==> config.mk <==
export PLATFORM = sky130hd
export DESIGN_NAME = joypad_poll
export DESIGN_NICKNAME = d
export VERILOG_FILES = /design/src/rtl/joypad_poll.sv
export SDC_FILE = /design/constraint.sdc
export NUM_CORES = 1
export LEC_CHECK = 0
export CORE_MARGIN = 2
export CORE_UTILIZATION = 51
export CTS_BUF_LIST = sky130_fd_sc_hd__clkbuf_16
export CTS_CLUSTER_DIAMETER = 100
export DETAILED_ROUTE_END_ITERATION = 16
export PLACE_DENSITY = 0.76
export SLEW_MARGIN = 20
export SYNTH_ARGS = -nofsm -noshare
export SYNTH_HDL_FRONTEND = slang
export SYNTH_SLANG_ARGS = --single-unit
==> constraint.sdc <==
create_clock -name clk_in -period 2.8 [get_ports clk_in]
set_clock_uncertainty 0.15 [all_clocks]
set_input_delay 0.28 -clock clk_in [delete_from_list [all_inputs] [get_ports clk_in]]
set_output_delay 0.28 -clock clk_in [all_outputs]
set_load 0.02 [all_outputs]
==> src/rtl/joypad_poll.sv <==
// Dual NES-style joypad poller with $4016/$4017 CPU shift-register interface.
// Optional build macro JOYPAD_DEBOUNCE_EN: a pad state only updates when two consecutive polls agree.
module joypad_poll #(
  parameter int unsigned POLL_DIV = 1666667,
  parameter int unsigned BIT_DIV  = 600
) (
  input  logic       clk_in,
  input  logic       nrst_in,
  input  logic       jp_data1_in,
  input  logic       jp_data2_in,
  output logic       jp_clk_out,
  output logic       jp_latch_out,
  input  logic       wr_in,
  input  logic       rd_in,
  input  logic       sel_in,
  input  logic [7:0] d_in,
  output logic [7:0] d_out,
  output logic [7:0] pad1_state_out,
  output logic [7:0] pad2_state_out,
  output logic       state_vld_out
);

  localparam int unsigned TW = (POLL_DIV > 1) ? $clog2(POLL_DIV) : 1;
  localparam int unsigned CW = (BIT_DIV > 1) ? $clog2(BIT_DIV) : 1;
  localparam logic [TW-1:0] TIMER_RLD = TW'(POLL_DIV - 1);
  localparam logic [CW-1:0] CNT_LAST  = CW'(BIT_DIV - 1);

  typedef enum logic [2:0] {IDLE, LATCH, CLK_HI, CLK_LO, DONE} state_t;

  state_t        state_q, state_d;
  logic [TW-1:0] timer_q, timer_d;
  logic [CW-1:0] cnt_q, cnt_d;
  logic [2:0]    bit_q, bit_d;
  logic [7:0]    samp1_q, samp1_d, samp2_q, samp2_d;
  logic [7:0]    pad1_q, pad1_d, pad2_q, pad2_d;
  logic [7:0]    sr1_q, sr1_d, sr2_q, sr2_d;
  logic          strobe_q, strobe_d;
  logic          jp_clk_q, jp_clk_d;
  logic          latch_q, latch_d;
  logic          vld_q, vld_d;
`ifdef JOYPAD_DEBOUNCE_EN
  logic [7:0]    prev1_q, prev1_d, prev2_q, prev2_d;
`endif
  logic          bit_end;
  logic          unused_d_in;

  assign bit_end     = (cnt_q == CNT_LAST);
  assign unused_d_in = ^d_in[7:1];

  // Poll sequencer: latch pulse, then seven pad clock pulses, one sample per bit.
  always_comb begin
    state_d = state_q;
    timer_d = (timer_q == '0) ? TIMER_RLD : timer_q - 1'b1;
    cnt_d   = cnt_q;
    bit_d   = bit_q;
    samp1_d = samp1_q;
    samp2_d = samp2_q;
    pad1_d  = pad1_q;
    pad2_d  = pad2_q;
    vld_d   = 1'b0;
`ifdef JOYPAD_DEBOUNCE_EN
    prev1_d = prev1_q;
    prev2_d = prev2_q;
`endif
    case (state_q)
      IDLE: begin
        if (timer_q == '0) begin
          state_d = LATCH;
          cnt_d   = '0;
        end
      end
      LATCH: begin
        if (bit_end) begin
          samp1_d[0] = ~jp_data1_in;
          samp2_d[0] = ~jp_data2_in;
          cnt_d      = '0;
          bit_d      = 3'd1;
          state_d    = CLK_HI;
        end else begin
          cnt_d = cnt_q + 1'b1;
        end
      end
      CLK_HI: begin
        if (bit_end) begin
          cnt_d   = '0;
          state_d = CLK_LO;
        end else begin
          cnt_d = cnt_q + 1'b1;
        end
      end
      CLK_LO: begin
        if (bit_end) begin
          samp1_d[bit_q] = ~jp_data1_in;
          samp2_d[bit_q] = ~jp_data2_in;
          cnt_d          = '0;
          if (bit_q == 3'd7) begin
            state_d = DONE;
          end else begin
            bit_d   = bit_q + 3'd1;
            state_d = CLK_HI;
          end
        end else begin
          cnt_d = cnt_q + 1'b1;
        end
      end
      DONE: begin
`ifdef JOYPAD_DEBOUNCE_EN
        if (samp1_q == prev1_q) pad1_d = samp1_q;
        if (samp2_q == prev2_q) pad2_d = samp2_q;
        prev1_d = samp1_q;
        prev2_d = samp2_q;
`else
        pad1_d = samp1_q;
        pad2_d = samp2_q;
`endif
        vld_d   = 1'b1;
        bit_d   = 3'd0;
        state_d = IDLE;
      end
      default: state_d = IDLE;
    endcase
    // Pad pins follow the next state so they line up with the state they belong to.
    jp_clk_d = (state_d == CLK_HI);
    latch_d  = (state_d == LATCH);
  end

  // CPU side: strobe register and the two read shift registers; a write masks a same-cycle read shift.
  always_comb begin
    strobe_d = strobe_q;
    sr1_d    = sr1_q;
    sr2_d    = sr2_q;
    if (wr_in && !sel_in) strobe_d = d_in[0];
    if (strobe_q) begin
      sr1_d = pad1_q;
      sr2_d = pad2_q;
    end else if (rd_in && !wr_in) begin
      if (sel_in) sr2_d = {1'b1, sr2_q[7:1]};
      else        sr1_d = {1'b1, sr1_q[7:1]};
    end
  end

  always_ff @(posedge clk_in or negedge nrst_in) begin
    if (!nrst_in) begin
      state_q  <= IDLE;
      timer_q  <= TIMER_RLD;
      cnt_q    <= '0;
      bit_q    <= 3'd0;
      samp1_q  <= 8'h00;
      samp2_q  <= 8'h00;
      pad1_q   <= 8'h00;
      pad2_q   <= 8'h00;
      sr1_q    <= 8'h00;
      sr2_q    <= 8'h00;
      strobe_q <= 1'b0;
      jp_clk_q <= 1'b0;
      latch_q  <= 1'b0;
      vld_q    <= 1'b0;
`ifdef JOYPAD_DEBOUNCE_EN
      prev1_q  <= 8'h00;
      prev2_q  <= 8'h00;
`endif
    end else begin
      state_q  <= state_d;
      timer_q  <= timer_d;
      cnt_q    <= cnt_d;
      bit_q    <= bit_d;
      samp1_q  <= samp1_d;
      samp2_q  <= samp2_d;
      pad1_q   <= pad1_d;
      pad2_q   <= pad2_d;
      sr1_q    <= sr1_d;
      sr2_q    <= sr2_d;
      strobe_q <= strobe_d;
      jp_clk_q <= jp_clk_d;
      latch_q  <= latch_d;
      vld_q    <= vld_d;
`ifdef JOYPAD_DEBOUNCE_EN
      prev1_q  <= prev1_d;
      prev2_q  <= prev2_d;
`endif
    end
  end

  assign d_out          = rd_in ? {7'b0, (sel_in ? sr2_q[0] : sr1_q[0])} : 8'h00;
  assign jp_clk_out     = jp_clk_q;
  assign jp_latch_out   = latch_q;
  assign pad1_state_out = pad1_q;
  assign pad2_state_out = pad2_q;
  assign state_vld_out  = vld_q;

endmodule

==> results of run 1 <==
[flip-flops by register name, indices dropped and copies added, names as in the netlist]
signal          count
samp2_q             8
state_q             3
timer_q            21
sr2_q               8
sr1_q               8
bit_q               3
jp_latch_out        1
pad1_state_out      8
state_vld_out       1
cnt_q              10
samp1_q             8
jp_clk_out          1
pad2_state_out      8
strobe_q            1
[layout make-up]
class                      count  area, sq um  share of cell area
clock buffer                   9          225              0.0471
clock inverter                 7         52.6              0.0110
inverter                       3         11.3             0.00236
multi-input combinational    266         1770               0.370
sequential                    89         2240               0.469
tap                          102          128              0.0267
timing repair buffer          36          350              0.0733
[power by group through the flow]
| stage | clock (uW) | sequential (uW) | combinational [uW] |
|---|---|---|---|
| 6_report | 1120 | 1310 | 70.0 |
| 5_1_grt | 1200 | 1310 | 79.0 |
| 4_1_cts | 1140 | 1310 | 72.4 |
| 3_5_place_dp | 0 | 1340 | 71.0 |
| 3_3_place_gp | 0 | 1340 | 69.3 |
| 2_1_floorplan | 0 | 1320 | 46.7 |
[layer usage]
metal  global-route usage  up-vias
met5                    0        -
met4               0.0821        0
met3               0.0361       11
met2                0.323       61
met1                0.249     1426
li1                     -     1428
[stage by stage]
stage | instances | worst slack, ns | power (uW) | area [sq um] | util
2_1_floorplan | 385 | 0.201 | 1370 | 4170 | -
3_3_place_gp | 495 | 0.276 | 1410 | 4490 | 0.575
3_5_place_dp | 495 | 0.235 | 1410 | 4490 | 0.575
4_1_cts | 512 | 0.214 | 2530 | 4780 | 0.612
5_1_grt | 512 | 0.139 | 2600 | 4780 | 0.612
6_report | 512 | 0.216 | 2510 | 4780 | 0.612
[kinds of logic after synthesis]
| kind of cell | after synthesis | synth area share |
|---|---|---|
| other cells | 1 | 0.000905 |
| fa+ha+maj | 4 | 0.0121 |
| mux | 36 | 0.0930 |
| flops | 89 | 0.541 |
| simple gates | 120 | 0.156 |
| compound gates | 87 | 0.134 |
| xor+xnor | 12 | 0.0254 |
| buf+inv | 30 | 0.0374 |
[worst max-delay path, delay by kind of cell, from the launching register on]
family / cells / cell delay, ns
simple gates: 2 / 1.16
compound gates: 2 / 0.74
flops: 1 / 0.42
[worst min path at each step]
| stage | startpoint | endpoint | slack (ns) |
|---|---|---|---|
| floorplan | nrst_in | bit_q[0] | -0.17 |
| global placement | nrst_in | sr2_q[4] | 0.21 |
| detailed placement | nrst_in | sr2_q[4] | 0.22 |
| CTS | timer_q[10] | timer_q[10] | 0.35 |
| global route | timer_q[16] | timer_q[16] | 0.38 |
| finish | samp2_q[0] | pad2_state_out[0] | 0.35 |
[placed cells by master, fill, tap and decap left out, drive strengths merged, types with 3 or more instances in the layout]
cell type | synthesis | layout
or2 | 4 | 4
a22o | 3 | 3
or3 | 9 | 9
clkinvlp | 0 | 3
o31ai | 9 | 9
conb | 1 | 7
clkbuf | 15 | 9
a21o | 3 | 3
dfstp | 12 | 12
dfrtp | 77 | 77
nor2b | 4 | 4
nor3b | 3 | 3
and2 | 4 | 4
nand3 | 5 | 5
nand4 | 5 | 5
buf | 12 | 9
a211o | 3 | 3
ha | 4 | 4
a221o | 3 | 3
inv | 3 | 6
nand2 | 34 | 34
xor2 | 5 | 5
a21oi | 9 | 9
mux2 | 20 | 20
nor2 | 14 | 14
nor4 | 9 | 9
o21ai | 42 | 42
mux2i | 16 | 16
xnor2 | 7 | 7
or4 | 7 | 7
nor3 | 9 | 9
clkdlybuf4s50 | 0 | 26
nand3b | 4 | 4
nand2b | 3 | 3
==> results.sh, run 1 <==
export IMPL_dp_hpwl_microns=5250
export IMPL_die_area_sq_mm=0.00886
export IMPL_worst_slew_pin_slew_ns=0.850
export IMPL_synth_common_cells="dfrtp_1 (77), o21ai_0 (42), nand2_1 (34)"
export IMPL_final_layout_size_suffix_gt1_frac=0.149
export IMPL_totalWireLength_microns=7910
export IMPL_cts_tree="yes"
export IMPL_port_buffers=27
export IMPL_seq_area_frac_synth=0.541
export IMPL_syn_avg_cell_area_sq_um=10.9
export IMPL_finalSetupViolations=0
export IMPL_cts_hold_buf=1
export IMPL_hold_viol_final=0
export IMPL_core_sq_mm=0.00781
export IMPL_p_sw_frac=0.232
export IMPL_via_count=2926
export IMPL_cp_cell_sequence="or4_1, or4_4, o21a_1, a221o_1"
export IMPL_status="finished, final reports clean"
export IMPL_ctsHtreeMaxLevel=3
export IMPL_first_pass_iters=4
export IMPL_antenna_left=0
export IMPL_vias_per_cell=5.71
export IMPL_clock_sinks=89
export IMPL_nNetsFinal=424
export IMPL_overflow=0
export IMPL_routedWlPerCell_microns=15.4
export IMPL_die_w_microns=94.1
export IMPL_met1_length_microns=3620
export IMPL_drv_cap=0
export IMPL_crit_fanout=10
export IMPL_post_synth_top_area_cell="dfrtp_1"
export IMPL_routed_top_layer="met4"
export IMPL_r2r_end="cnt_q[9]"
export IMPL_tns_ns=0
export IMPL_route_met3_wl_microns=294
export IMPL_peakVddDrop_v=0.000371
export IMPL_root_buffer="clkbuf_16"
export IMPL_reg2reg_setup_slack_ns=0.22
export IMPL_yosys_area_top_type_share=0.465
export IMPL_drt_iter0_drc=140
export IMPL_drcViolationCount=0
export IMPL_fmax_mhz=387
export IMPL_max_stage_delay_ns=0.59
export IMPL_crit_end="cnt_q[9]"
export IMPL_whs_ns=0.354
export IMPL_netlist_area_sq_mm=0.00414
export IMPL_rsz0062_at_grt="no"
export IMPL_syn2layout_area_growth_pct=15.3
export IMPL_clockBufferDepth=2
export IMPL_p_leak_uw=0.00199
export IMPL_startpoint="timer_q[8]"
export IMPL_path_clk_slew_ns=0.06
export IMPL_ff2ff_path_depth=4
export IMPL_hold_path_cell_count=1
export IMPL_grt_pass1_vias=2896
export IMPL_antennaDiodeCount=0
export IMPL_grt_usage=0.194
export IMPL_hold_path_class="reg -> reg"
export IMPL_cts_buffers=9
export IMPL_critPathKind="reg -> reg"
export IMPL_cts_resized_gates=0
export IMPL_p_sw_uw=580
export IMPL_antenna_found_initial=0
export IMPL_ys_top_cells_by_area="dfrtp_1 (47%), dfstp_2 (7.6%), mux2_2 (5.4%)"
export IMPL_setup_worst_path_start_class="flop"
export IMPL_yosys_warnings=0
export IMPL_crit_path_end_kind="flop"
export IMPL_cp_slowest_cell="or4_4"
export IMPL_power_frac_seq=0.524
export IMPL_worstPathArrival_ns=2.65
export IMPL_pwr_density_cell_mw_per_mm2=524
export IMPL_start_util=0.531
export IMPL_slew_viol_final=0
export IMPL_clock_latency_ns=0.34
export IMPL_grt_max_degree=55
export IMPL_period_needed_ns=2.58
export IMPL_fin_crit_sh=0.923
export IMPL_slew_headroom=0.431
export IMPL_p_comb_frac=0.028
export IMPL_async_flop_share=1.00
export IMPL_syn_inst=379
export IMPL_ys_ff_latch=89
export IMPL_p_int_uw=1930
export IMPL_grt_pass1_wl_microns=13300
export IMPL_n_fill_cell=641
export IMPL_synth_top_flop_cell="dfrtp_1"
export IMPL_die_y_microns=94.1
export IMPL_r2r_start="timer_q[8]"
export IMPL_clock_power_share=0.448
export IMPL_cts_setup_buffers=0
export IMPL_synth_most_common_cell="dfrtp_1"
export IMPL_gp_congestion=0.800
export IMPL_synth_edff_count=0
export IMPL_worstPathRequired_ns=2.87
export IMPL_synthDistinctLibCells=53
export IMPL_ios=42
export IMPL_route_met2_wl_microns=3840
export IMPL_rows=32
Note: power is estimated with default switching activity, not from simulation.
==> inputs of run 2 (changes only) <==
--- a/config.mk
+++ b/config.mk
@@ -10,6 +10,7 @@
 export CTS_BUF_LIST = sky130_fd_sc_hd__clkbuf_16
 export CTS_CLUSTER_DIAMETER = 100
 export DETAILED_ROUTE_END_ITERATION = 16
+export HOLD_SLACK_MARGIN = 0.12
 export PLACE_DENSITY = 0.76
 export SLEW_MARGIN = 20
 export SYNTH_ARGS = -nofsm -noshare
==> constraint.sdc (replaced) <==
create_clock -name clk_in -period 2.8 [get_ports clk_in]
set_clock_uncertainty 0.15 [all_clocks]
set_input_delay 0.42 -clock clk_in [delete_from_list [all_inputs] [get_ports clk_in]]
set_output_delay 0.42 -clock clk_in [all_outputs]
set_load 0.02 [all_outputs]
==> run 2 against run 1 <==
  * First-iteration DRC count fell by 11%
  * Sequential power barely moved
  * Final area increased by 1.0%
  * Global-route usage is 0.28 points lower
  * Final cell count is 0.20% higher
==> results.sh, run 2 (synthesized netlist as in run 1, its figures left out) <==
export IMPL_via_count=2936
export IMPL_cts_buffers=9
export IMPL_drv_cap=0
export IMPL_n_fill_cell=638
export IMPL_nNetsFinal=425
export IMPL_design_area_sq_mm=0.00483
export IMPL_die_w_microns=94.1
export IMPL_pwr_density_cell_mw_per_mm2=551
export IMPL_slew_headroom=0.417
export IMPL_p_leak_uw=0.00202
export IMPL_r2r_end="cnt_q[8]"
export IMPL_startpoint="timer_q[8]"
export IMPL_antennaDiodeCount=0
export IMPL_hold_path_class="reg -> reg"
export IMPL_rsz0062_at_grt="no"
export IMPL_drt_iter0_drc=125
export IMPL_path_clk_slew_ns=0.06
export IMPL_worstPathArrival_ns=2.65
export IMPL_start_util=0.531
export IMPL_status="finished, final reports clean"
export IMPL_root_buffer="clkbuf_16"
export IMPL_crit_fanout=10
export IMPL_reg_top3="timer_q (21), cnt_q (10)"
export IMPL_hold_viol_final=0
export IMPL_place_area_sq_mm=0.00450
export IMPL_finalSetupViolations=0
export IMPL_routedWlPerCell_microns=15.0
export IMPL_clock_latency_ns=0.34
export IMPL_die_y_microns=94.1
export IMPL_die_area_sq_mm=0.00886
export IMPL_cts_tree="yes"
export IMPL_overflow=0
export IMPL_rows=32
export IMPL_worstHoldStart="timer_q[10]"
export IMPL_ios=42
export IMPL_worst_slew_pin_slew_ns=0.870
export IMPL_tns_ns=0
export IMPL_hold_path_cell_count=1
export IMPL_largest_reg_flops=21
export IMPL_vias_per_cell=5.72
export IMPL_reg2reg_setup_slack_ns=0.22
export IMPL_cts_setup_buffers=0
export IMPL_first_pass_iters=4
export IMPL_fmax_mhz=387
export IMPL_ff2ff_path_depth=4
export IMPL_dp_hpwl_microns=5200
export IMPL_antenna_left=0
export IMPL_seqCellArea_sq_mm=0.00224
export IMPL_r2r_start="timer_q[8]"
export IMPL_crit_path_end_kind="flop"
export IMPL_cts_hold_buf=1
export IMPL_antenna_found_initial=0
export IMPL_peakVddDrop_v=0.000326
export IMPL_drcViolationCount=0
export IMPL_gp_congestion=0.784
export IMPL_fin_crit_sh=0.922
export IMPL_slew_viol_final=0
export IMPL_critPathKind="reg -> reg"
export IMPL_setup_worst_path_start_class="flop"
export IMPL_grt_max_degree=38
export IMPL_cp_cell_sequence="or4_1, or4_4, o21a_1, a221o_1"
export IMPL_grt_pass1_vias=2799
export IMPL_mostFrequentLayoutCells="dfrtp_1 (77), o21ai_0 (42), nand2_1 (34), clkdlybuf4s50_1 (26), mux2_2 (20)"
export IMPL_final_layout_size_suffix_gt1_frac=0.151
export IMPL_min_to="timer_q[10]"
export IMPL_worstPathRequired_ns=2.87
export IMPL_max_stage_delay_ns=0.59
export IMPL_grt_usage=0.191
export IMPL_port_buffers=27
export IMPL_cts_resized_gates=0
export IMPL_ctsHtreeMaxLevel=3
export IMPL_clock_sinks=89
export IMPL_totalWireLength_microns=7690
export IMPL_clockBufferDepth=2
export IMPL_regMostFlops="timer_q"
export IMPL_multi_input_area_sq_mm=0.00177
export IMPL_core_sq_mm=0.00781
export IMPL_cp_slowest_cell="or4_4"
export IMPL_grt_pass1_wl_microns=13200
export IMPL_period_needed_ns=2.58
export IMPL_final_common_cell="dfrtp_1"
export IMPL_syn2layout_area_growth_pct=16.5
==> run 2: changes by cell type in the layout (fill, tap and decap cells not counted), sizes merged <==
| cell | before | now |
|---|---|---|
| buf | 9 | 10 |
| bufinv | 0 | 2 |
| clkinv | 1 | 3 |
| clkinvlp | 3 | 0 |
| inv | 6 | 5 |
==> run 2: layout make-up <==
| class | count | area share |
|---|---|---|
| Clock buffer | 9 | 0.0467 |
| Multi-Input combinational cell | 266 | 0.366 |
| Clock inverter | 7 | 0.0197 |
| Sequential cell | 89 | 0.464 |
| Timing Repair Buffer | 37 | 0.0741 |
| Tap cell | 102 | 0.0264 |
| Inverter | 3 | 0.00233 |
==> run 2: metal layers <==
metal / wire [microns] / GRT usage / vias to the layer above
li1: - / - / 1434
met2: 3640 / 0.301 / 53
met1: 3660 / 0.256 / 1436
met4: 131 / 0.0797 / 0
met3: 251 / 0.0441 / 13
met5: 0 / 0 / -
==> run 2: worst max-delay path, delay by kind of cell, from the launching register on <==
kind | cells | cell delay [ns]
flops | 1 | 0.42
simple gates | 2 | 1.17
compound gates | 2 | 0.73
==> run 2: worst max-delay path by stage <==
stage                           to  slack, ns  depth (start not counted)
after floorplan           cnt_q[9]       0.20                          7
after global placement    cnt_q[9]       0.28                          4
after detailed placement  cnt_q[9]       0.24                          4
after CTS                 cnt_q[8]       0.22                          4
after global routing      cnt_q[8]       0.14                          4
final                     cnt_q[8]       0.22                          4
==> run 2: metrics by stage <==
step	setup slack [ns]	cells	total power, uW	utilization	hold slack (ns)
floorplan	0.201	385	1370	-	-0.0256
global placement	0.276	496	1410	0.576	0.266
detailed placement	0.241	496	1410	0.576	0.269
CTS	0.220	513	2690	0.618	0.349
global route	0.141	513	2750	0.618	0.374
finish	0.219	513	2660	0.618	0.349
==> run 2: where the power goes <==
group | leakage, uW | internal (uW) | switching [uW] | total [uW]
clock network | 0.000161 | 783 | 493 | 1280
logic | 0.000775 | 24.9 | 46.4 | 71.3
registers | 0.00109 | 1290 | 19.1 | 1310
total | 0.00202 | 2100 | 558 | 2660
==> inputs of run 3 (changes only) <==
--- a/config.mk
+++ b/config.mk
@@ -8,7 +8,6 @@
 export CORE_MARGIN = 2
 export CORE_UTILIZATION = 51
 export CTS_BUF_LIST = sky130_fd_sc_hd__clkbuf_16
-export CTS_CLUSTER_DIAMETER = 100
 export DETAILED_ROUTE_END_ITERATION = 16
 export HOLD_SLACK_MARGIN = 0.12
 export PLACE_DENSITY = 0.76
==> results of run 3 <==
The final DEF is identical to that of run 2; final timing and power are the same.
